### src/rtl/bsrch_sqrt_arbiter_if.sv
// Requester-side and engine-side signals of the shared sqrt arbiter.
// The arbiter uses "master"; the environment (clients plus engine) uses "slave".
interface bsrch_sqrt_arbiter_if #(
   parameter int unsigned NREQ = 4,
   parameter int unsigned DW   = 8,
   parameter int unsigned RW   = 4
);
   logic [NREQ-1:0]    req_valid;
   logic [NREQ*DW-1:0] req_n;
   logic [NREQ-1:0]    req_ready;
   logic [NREQ-1:0]    rsp_valid;
   logic [RW-1:0]      rsp_root;
   logic               rsp_timeout;
   logic               eng_start;
   logic [DW-1:0]      eng_n;
   logic               eng_done;
   logic [RW-1:0]      eng_root;
   logic               busy;

   modport master (
      input  req_valid, req_n, eng_done, eng_root,
      output req_ready, rsp_valid, rsp_root, rsp_timeout, eng_start, eng_n, busy
   );

   modport slave (
      output req_valid, req_n, eng_done, eng_root,
      input  req_ready, rsp_valid, rsp_root, rsp_timeout, eng_start, eng_n, busy
   );
endinterface

### src/rtl/bsrch_sqrt_arbiter.sv
// Round-robin scheduler sharing one integer square-root engine between NREQ requesters.
// It accepts one job at a time, launches the engine, and returns the root (or a timeout) to the requester.
module bsrch_sqrt_arbiter #(
   parameter int unsigned NREQ    = 4,
   parameter int unsigned DW      = 8,
   parameter int unsigned RW      = 4,
   parameter int unsigned TIMEOUT = 31
) (
   input logic                  clk,
   input logic                  rst,
   bsrch_sqrt_arbiter_if.master bus
);
   localparam int unsigned PW = $clog2(NREQ);
   localparam int unsigned CW = $clog2(TIMEOUT);

   typedef enum logic [1:0] {
      S_IDLE,
      S_START,
      S_WAIT,
      S_RESP
   } state_t;

   state_t          state_q, state_d;
   logic [PW-1:0]   ptr_q, ptr_d;
   logic [PW-1:0]   id_q, id_d;
   logic [DW-1:0]   opnd_q, opnd_d;
   logic [CW-1:0]   cnt_q, cnt_d;
   logic [RW-1:0]   root_q, root_d;
   logic            tmo_q, tmo_d;
   logic [NREQ-1:0] rsp_valid_q, rsp_valid_d;

   logic            found;
   logic [PW-1:0]   winner;
   int unsigned     idx;
   logic [NREQ-1:0] ready_c;
   logic            start_c;

   // First valid requester at or after ptr, wrapping around.
   always_comb begin
      found  = 1'b0;
      winner = '0;
      idx    = 0;
      for (int unsigned k = 0; k < NREQ; k++) begin
         idx = (32'(ptr_q) + k) % NREQ;
         if (!found && bus.req_valid[idx[PW-1:0]]) begin
            found  = 1'b1;
            winner = idx[PW-1:0];
         end
      end
   end

   always_comb begin
      state_d     = state_q;
      ptr_d       = ptr_q;
      id_d        = id_q;
      opnd_d      = opnd_q;
      cnt_d       = cnt_q;
      root_d      = root_q;
      tmo_d       = tmo_q;
      rsp_valid_d = '0;
      ready_c     = '0;
      start_c     = 1'b0;

      unique case (state_q)
         S_IDLE: begin
            if (found) begin
               ready_c[winner] = 1'b1;
               id_d            = winner;
               opnd_d          = bus.req_n[32'(winner)*DW +: DW];
               ptr_d           = (winner == PW'(NREQ-1)) ? '0 : winner + 1'b1;
               state_d         = S_START;
            end
         end
         S_START: begin
            start_c = 1'b1;
            cnt_d   = '0;
            state_d = S_WAIT;
         end
         S_WAIT: begin
            // A done arriving in the expiry cycle takes precedence over the timeout.
            if (bus.eng_done) begin
               root_d              = bus.eng_root;
               tmo_d               = 1'b0;
               rsp_valid_d[id_q]   = 1'b1;
               state_d             = S_RESP;
            end else if (cnt_q == CW'(TIMEOUT-1)) begin
               root_d              = '0;
               tmo_d               = 1'b1;
               rsp_valid_d[id_q]   = 1'b1;
               state_d             = S_RESP;
            end else begin
               cnt_d = cnt_q + 1'b1;
            end
         end
         S_RESP: begin
            state_d = S_IDLE;
         end
         default: begin
            state_d = S_IDLE;
         end
      endcase
   end

   always_ff @(posedge clk) begin
      if (rst) begin
         state_q     <= S_IDLE;
         ptr_q       <= '0;
         id_q        <= '0;
         opnd_q      <= '0;
         cnt_q       <= '0;
         root_q      <= '0;
         tmo_q       <= 1'b0;
         rsp_valid_q <= '0;
      end else begin
         state_q     <= state_d;
         ptr_q       <= ptr_d;
         id_q        <= id_d;
         opnd_q      <= opnd_d;
         cnt_q       <= cnt_d;
         root_q      <= root_d;
         tmo_q       <= tmo_d;
         rsp_valid_q <= rsp_valid_d;
      end
   end

   assign bus.req_ready   = ready_c;
   assign bus.eng_start   = start_c;
   assign bus.eng_n       = opnd_q;
   assign bus.rsp_valid   = rsp_valid_q;
   assign bus.rsp_root    = root_q;
   assign bus.rsp_timeout = tmo_q;
   assign bus.busy        = (state_q != S_IDLE);
endmodule

### src/flat_wrapper.sv
// flat-port wrapper written by rule: the top's interface ports become plain ports
module bsrch_sqrt_arbiter_flat 
#(
   parameter int unsigned NREQ    = 4,
   parameter int unsigned DW      = 8,
   parameter int unsigned RW      = 4,
   parameter int unsigned TIMEOUT = 31
)
  (clk, rst, bus_req_valid, bus_req_n, bus_eng_done, bus_eng_root, bus_req_ready, bus_rsp_valid, bus_rsp_root, bus_rsp_timeout, bus_eng_start, bus_eng_n, bus_busy);
  bsrch_sqrt_arbiter_if #(.NREQ(NREQ), .DW(DW), .RW(RW)) bus_i ();
  input logic clk;
  input logic rst;
  input wire logic [$bits(bus_i.req_valid)-1:0] bus_req_valid;
  input wire logic [$bits(bus_i.req_n)-1:0] bus_req_n;
  input wire logic [$bits(bus_i.eng_done)-1:0] bus_eng_done;
  input wire logic [$bits(bus_i.eng_root)-1:0] bus_eng_root;
  output wire logic [$bits(bus_i.req_ready)-1:0] bus_req_ready;
  output wire logic [$bits(bus_i.rsp_valid)-1:0] bus_rsp_valid;
  output wire logic [$bits(bus_i.rsp_root)-1:0] bus_rsp_root;
  output wire logic [$bits(bus_i.rsp_timeout)-1:0] bus_rsp_timeout;
  output wire logic [$bits(bus_i.eng_start)-1:0] bus_eng_start;
  output wire logic [$bits(bus_i.eng_n)-1:0] bus_eng_n;
  output wire logic [$bits(bus_i.busy)-1:0] bus_busy;
  assign bus_i.req_valid = bus_req_valid;
  assign bus_i.req_n = bus_req_n;
  assign bus_i.eng_done = bus_eng_done;
  assign bus_i.eng_root = bus_eng_root;
  assign bus_req_ready = bus_i.req_ready;
  assign bus_rsp_valid = bus_i.rsp_valid;
  assign bus_rsp_root = bus_i.rsp_root;
  assign bus_rsp_timeout = bus_i.rsp_timeout;
  assign bus_eng_start = bus_i.eng_start;
  assign bus_eng_n = bus_i.eng_n;
  assign bus_busy = bus_i.busy;
  bsrch_sqrt_arbiter #(.NREQ(NREQ), .DW(DW), .RW(RW), .TIMEOUT(TIMEOUT)) u_core (.clk(clk), .rst(rst), .bus(bus_i));
endmodule
### config.mk
export PLATFORM = sky130hd
export DESIGN_NAME = bsrch_sqrt_arbiter_flat
export DESIGN_NICKNAME = d
export VERILOG_FILES = /design/src/rtl/bsrch_sqrt_arbiter_if.sv /design/src/rtl/bsrch_sqrt_arbiter.sv /design/src/flat_wrapper.sv
export SDC_FILE = /design/constraint.sdc
export NUM_CORES = 1
export LEC_CHECK = 0
export ABC_AREA = 1
export CORE_MARGIN = 4
export CORE_UTILIZATION = 45
export CTS_CLUSTER_SIZE = 24
export DETAILED_ROUTE_END_ITERATION = 7
export PLACE_DENSITY = 0.8
export SLEW_MARGIN = 10
export SYNTH_ARGS = -nofsm -noshare
export SYNTH_HDL_FRONTEND = slang
export SYNTH_SLANG_ARGS = --single-unit
### constraint.sdc
create_clock -name clk -period 2.65 [get_ports clk]
set_input_delay 0.3975 -clock clk [delete_from_list [all_inputs] [get_ports clk]]
set_output_delay 0.3975 -clock clk [all_outputs]
set_load 0.1 [all_outputs]
# Word level (Yosys, flattened, before mapping)
# Cells that the tools add are included.
# totals
ff_bits,28
input_bits,43
output_inout_bits,23
word_cells,86
# op_classes
n_addsub,5
order_cmp,8
eq_ne,9
shifts,1
n_mux,37
bitwise,1
n_reduce_logical,17
# ops
op,n
indexed part select 32 x 6 -> 8 bit,1
2-to-1 mux 4 bit,6
< comparator 2 x 3 -> 1 bit (second input constant),6
2-to-1 mux 2 bit,8
2-to-1 mux 1 bit,13
2-to-1 mux 5 bit,2
case mux 5 bit (2 select lines),1
binary-select mux 1 bit (select 2 bit),4
case mux 2 bit (4 select lines),1
== test 2 bit (second input constant),3
AND reduction 2 bit,3
nonzero test 2 bit,3
adder 5 x 1 -> 5 bit (second input constant),1
== test 5 bit (second input constant),1
logical AND 1 bit,5
adder 2 x 1 -> 2 bit (second input constant),2
adder 2 bit (second input constant),2
demux 1 bit (select 2 bit),2
>= comparator 2 x 1 -> 1 bit (second input constant),2
!= test 2 bit (second input constant),2
zero test 1 bit,3
!= test 3 x 2 -> 1 bit (second input constant),1
AND reduction 3 bit,1
== test 2 x 1 -> 1 bit (second input constant),1
4 further kinds,4

# Logic depth before layout (Yosys ltp)
# depth
ltp_word,18
depth_mapped,15
depth_no_buf,14

# Least setup slack after synthesis
# No wires, ideal clock.
# synth_path
kind,register -> output
startpoint,register u_core.ptr_q[0]
endpoint,output port bus_req_ready[1]
t_arrival_ns,3.323
required_ns,2.253
path_slack_ns,-1.071
stages_incl_launch_ff,11
n_path_buf,2
cell_sequence,dfxtp_1 -> buf_4 -> nand2_1 -> nand3_1 -> nand2_2 -> inv_1 -> nand2_1 -> nand2_4 -> nand3_4 -> buf_8 -> nor3_1
# synth_between
elab_chain_len,18
elab_cells_between_ends,32
cone_classes,3 x add/sub; 2 x order compare; 20 x mux; 7 x reduce/logical
# synth_rtl
element,line,text
from (decl),bsrch_sqrt_arbiter.sv:24,"logic [PW-1:0] ptr_q, ptr_d;"
from (signal assigned),bsrch_sqrt_arbiter.sv:116,ptr_q <= ptr_d;
branches (longest 16 deep; another with < comparator 2 x 3 -> 1 bit),-,
2-to-1 mux 4 bit *,bsrch_sqrt_arbiter.sv:66,if (found) begin
2-to-1 mux 4 bit *,bsrch_sqrt_arbiter.sv:64,unique case (state_q)
to (decl),flat_wrapper.sv:17,output wire logic [$bits(bus_i.req_ready)-1:0] bus_req_ready;
# Every way passes the cells marked *. The select of a mux whose other input is x is not followed.

# Final worst setup path
# layout_path
startpoint,input port bus_req_valid[2]
endpoint,output port bus_req_ready[3]
# layout_between
elab_chain_len,18
elab_cells_between_ends,29
cone_classes,2 x order compare; 20 x mux; 7 x reduce/logical
# layout_rtl
element,line,text
from (decl),flat_wrapper.sv:13,input wire logic [$bits(bus_i.req_valid)-1:0] bus_req_valid;
binary-select mux 1 bit (select 2 bit),bsrch_sqrt_arbiter.sv:45,if (!found && bus.req_valid[idx[PW-1:0]]) begin
2-to-1 mux 1 bit (not written as such),bsrch_sqrt_arbiter.sv:45,
2-to-1 mux 1 bit,bsrch_sqrt_arbiter.sv:45,
zero test 1 bit,bsrch_sqrt_arbiter.sv:45,
logical AND 1 bit,bsrch_sqrt_arbiter.sv:45,
2-to-1 mux 1 bit,bsrch_sqrt_arbiter.sv:45,
zero test 1 bit,bsrch_sqrt_arbiter.sv:45,
logical AND 1 bit,bsrch_sqrt_arbiter.sv:45,
(+2 left out),-,
logical AND 1 bit,bsrch_sqrt_arbiter.sv:45,
2-to-1 mux 2 bit,bsrch_sqrt_arbiter.sv:45,
< comparator 2 x 3 -> 1 bit (not written as such) or >= comparator 2 x 1 -> 1 bit (tied branches),bsrch_sqrt_arbiter.sv:67,ready_c[winner] = 1'b1;
logical AND 1 bit (not written as such),bsrch_sqrt_arbiter.sv:67,
2-to-1 mux 1 bit (not written as such),bsrch_sqrt_arbiter.sv:67,
demux 1 bit (select 2 bit),-,
2-to-1 mux 4 bit *,bsrch_sqrt_arbiter.sv:66,
2-to-1 mux 4 bit *,bsrch_sqrt_arbiter.sv:64,
# Mark *: on every way between the ends. The rest lies on a longest branch, timed or not. The select of a mux whose other input is x is not followed.

==> results.md <==
- Area Overhead vs Synth: 44.1%
- Total Wirelength: 4780 um
- Startpoint Class: input pin
- Clock Pin Slew Worst Setup and Hold Paths: 0.09 ns
- Worst path arrival time: 2.16 ns
- Kind of capture point of the worst setup path: output port
- Worst Slack Setup Final: 0.0954 ns
- Min-delay worst type: register to register
- Internal: 1.48 mW
- Largest net degree at the start of global routing: 19
- Synthesized instance count: 305
- Utilization after layout: 67.7%
- FF/Latch Area: 563 sq um
- Reg2Reg Setup Slack: 0.74 ns
- Crit path to: bus_req_ready[3]
- Number of synthesized flops with an enable pin: 0
- Vias: 2105
- Most frequent cells in the layout: nand2_1 (71), inv_1 (61), clkdlybuf4s50_1 (42)
- Main synth FF type: dfxtp_1
- Seq/Total Area, Yosys: 29.6%
- Setup violators final: 0
- Vias in the first global route: 1930
- Maximum vdd drop: 865 uV
- DR WL/cell: 11.2 um
- Gpl congestion: 0.851
- Initial Utilization: 47.0%
- Fillcell total: 368
- Slew HR: 72.9%
- Global-route wire length before repair: 7840 um
- CTS tree: done
- Antenna violations before repair: 0
- Vias per inst: 4.95
- Max Cap Viol: 0
- Sw frac: 58.0%
- Die extent in y: 72.9 um
- Worst endpoint required time: 2.25 ns
- R2r worst-path depth: 14
- Cell Area, Synth: 1890 sq um
- Setup bufs post-CTS: 0
- Dpl ws: 0.0394 ns
- TritonCTS buffer count: 3
- IO buf count: 65
- Sequential power share: 16.8%
- Site Rows: 23
- CP max FO: 4
- CP Launch Point: bus_req_valid[2]
- Critical path type: input pin to output port
- Sink Count: 28
- Io pins: 66
- GRT overflow: 0
- Pwr dens: 1290 nW/um^2
- # nets final: 425
- Psw: 2.04 mW
- Final Max Tran Viols: 0
- Total GRT Usage: 18.3%
- Drt drc: 0
- Synth warn: 0
- LEAKAGE: 1.39 nW
- Asr flop ratio synth: 0%
- RR Endpoint: u_core.bus.eng_n[1]
- Dpl hpwl: 3740 um
- Final Cycle Share: 96.4%
- Worst Skew: 0.00927 ns
- Worst R2R Start: u_core.ptr_q[0]
- Worst-Skew Late Latency: 0.27 ns
- Worst Tran Pin Value: 0.406 ns
- Distinct cell type count after synthesis: 30
- Syn_nets: 354
- Number of iterations in the first detailed-routing pass: 4
- Fraction of layout cells with a size suffix above 1: 17.1%
- Post-route ant nets: 0
- Multi-input logic area: 1070 sq um
- Width of the chip: 72.9 um
- CTS max path bufs: 2
- Final Critical Period: 2.55 ns
- Run status: finished clean
- Avg Synthesized Cell Area: 6.21 sq um
- Worst-case hold slack: 0.466 ns
- Die area: 5310 sq um
- Combinational share of power: 75.8%
- Overall Power: 3.53 mW
- Fmax: 391 MHz
- CTS HTree Levels: 1
- Core Area: 4030 sq um
- Clk root buf: clkbuf_8
- Final hold violation count: 0
- N_diodes: 0
- Flops & latches, synth: 28
- Clock network fraction of total power: 7.3%
- Commonest non-fill, non-tap cell in the layout: nand2_1
- Initial DRC Count: 131
final cells by class:
type / count / area share, %
Multi-Input combinational cell: 201 / 39.4
Timing Repair Buffer: 75 / 26.3
Sequential cell: 28 / 20.6
Inverter: 67 / 9.31
Tap cell: 50 / 2.29
Clock buffer: 4 / 2.02
power groups by stage:
stage | Clock (mW) | Combinational [mW] | Sequential [mW]
finish | 0.258 | 2.67 | 0.594
global route | 0.279 | 2.90 | 0.607
CTS | 0.266 | 2.60 | 0.589
detailed placement | 0 | 2.59 | 0.595
global placement | 0 | 2.56 | 0.593
floorplan | 0 | 1.56 | 1.01
repair_timing:
action                                  in CTS  in global routing
gates resized for setup                      0                 14
endpoints found under the setup margin       0                  4
hold buffers                                 0                  0
hold endpoints to repair                     0                  0
state kept, by name (all words and copies together), names as in the netlist:
name	count
u_core.state_q	2
u_core.bus.rsp_timeout	1
u_core.bus.rsp_valid	4
u_core.ptr_q	2
u_core.bus.eng_n	8
u_core.bus.rsp_root	4
u_core.id_q	2
u_core.cnt_q	5
logic make-up after synthesis:
| family | share of synthesized area [%] |
|---|---|
| AO/OA/AOI/OAI | 7.27 |
| adder cells (fa/ha/maj) | 3.97 |
| flip-flops | 29.6 |
| buffers and inverters | 16.9 |
| AND/OR/NAND/NOR | 42.3 |
cell usage after synthesis, types with 3 or more instances:
library cell,count,area share (%)
nor3_1,3,0.79
buf_4,5,2.0
inv_2,3,0.59
ha_1,6,4.0
a21oi_1,13,3.4
nand2_1,74,15
nand4_1,16,5.3
dfxtp_1,28,30
o21ai_0,6,1.6
nor2_1,32,6.3
nand3_1,34,9.0
inv_1,63,12
metal layers:
layer | vias to the layer above | track usage [%] | routed length, um
li1 | 1089 | - | -
met1 | 933 | 21.0 | 1880
met2 | 74 | 33.9 | 2520
met3 | 9 | 4.27 | 329
met4 | 0 | 4.51 | 51
met5 | - | 0 | 0
critical path: stages:
cell	delay [ns]
clkdlybuf4s50_1	0.48
inv_1	0.06
nand2_1	0.05
nand2_1	0.08
nor2_1	0.18
nor2_1	0.10
nand3_4	0.13
nand3_4	0.10
inv_1	0.07
ha_1	0.16
inv_2	0.05
nor2_4	0.11
buf_12	0.18
worst min-delay path by stage:
stage	start	slack, ns	cells after the start	to
6_report	u_core.bus.rsp_root[3]	0.47	2	u_core.bus.rsp_root[3]
5_1_grt	u_core.bus.rsp_root[3]	0.49	2	u_core.bus.rsp_root[3]
4_1_cts	u_core.bus.rsp_root[3]	0.47	2	u_core.bus.rsp_root[3]
3_5_place_dp	u_core.bus.rsp_root[3]	0.46	2	u_core.bus.rsp_root[3]
3_3_place_gp	u_core.bus.rsp_root[1]	0.45	2	u_core.bus.rsp_root[1]
2_1_floorplan	u_core.id_q[1]	0.43	1	u_core.bus.rsp_valid[0]
stage by stage:
step	instance area (sq um)	setup TNS, ns	std cells
2_1_floorplan	1910	-0.988	305
3_3_place_gp	2620	0	421
3_5_place_dp	2620	0	421
4_1_cts	2680	0	425
5_1_grt	2730	-0.0201	425
6_report	2730	0	425
Power figures use the tool's default switching activity.
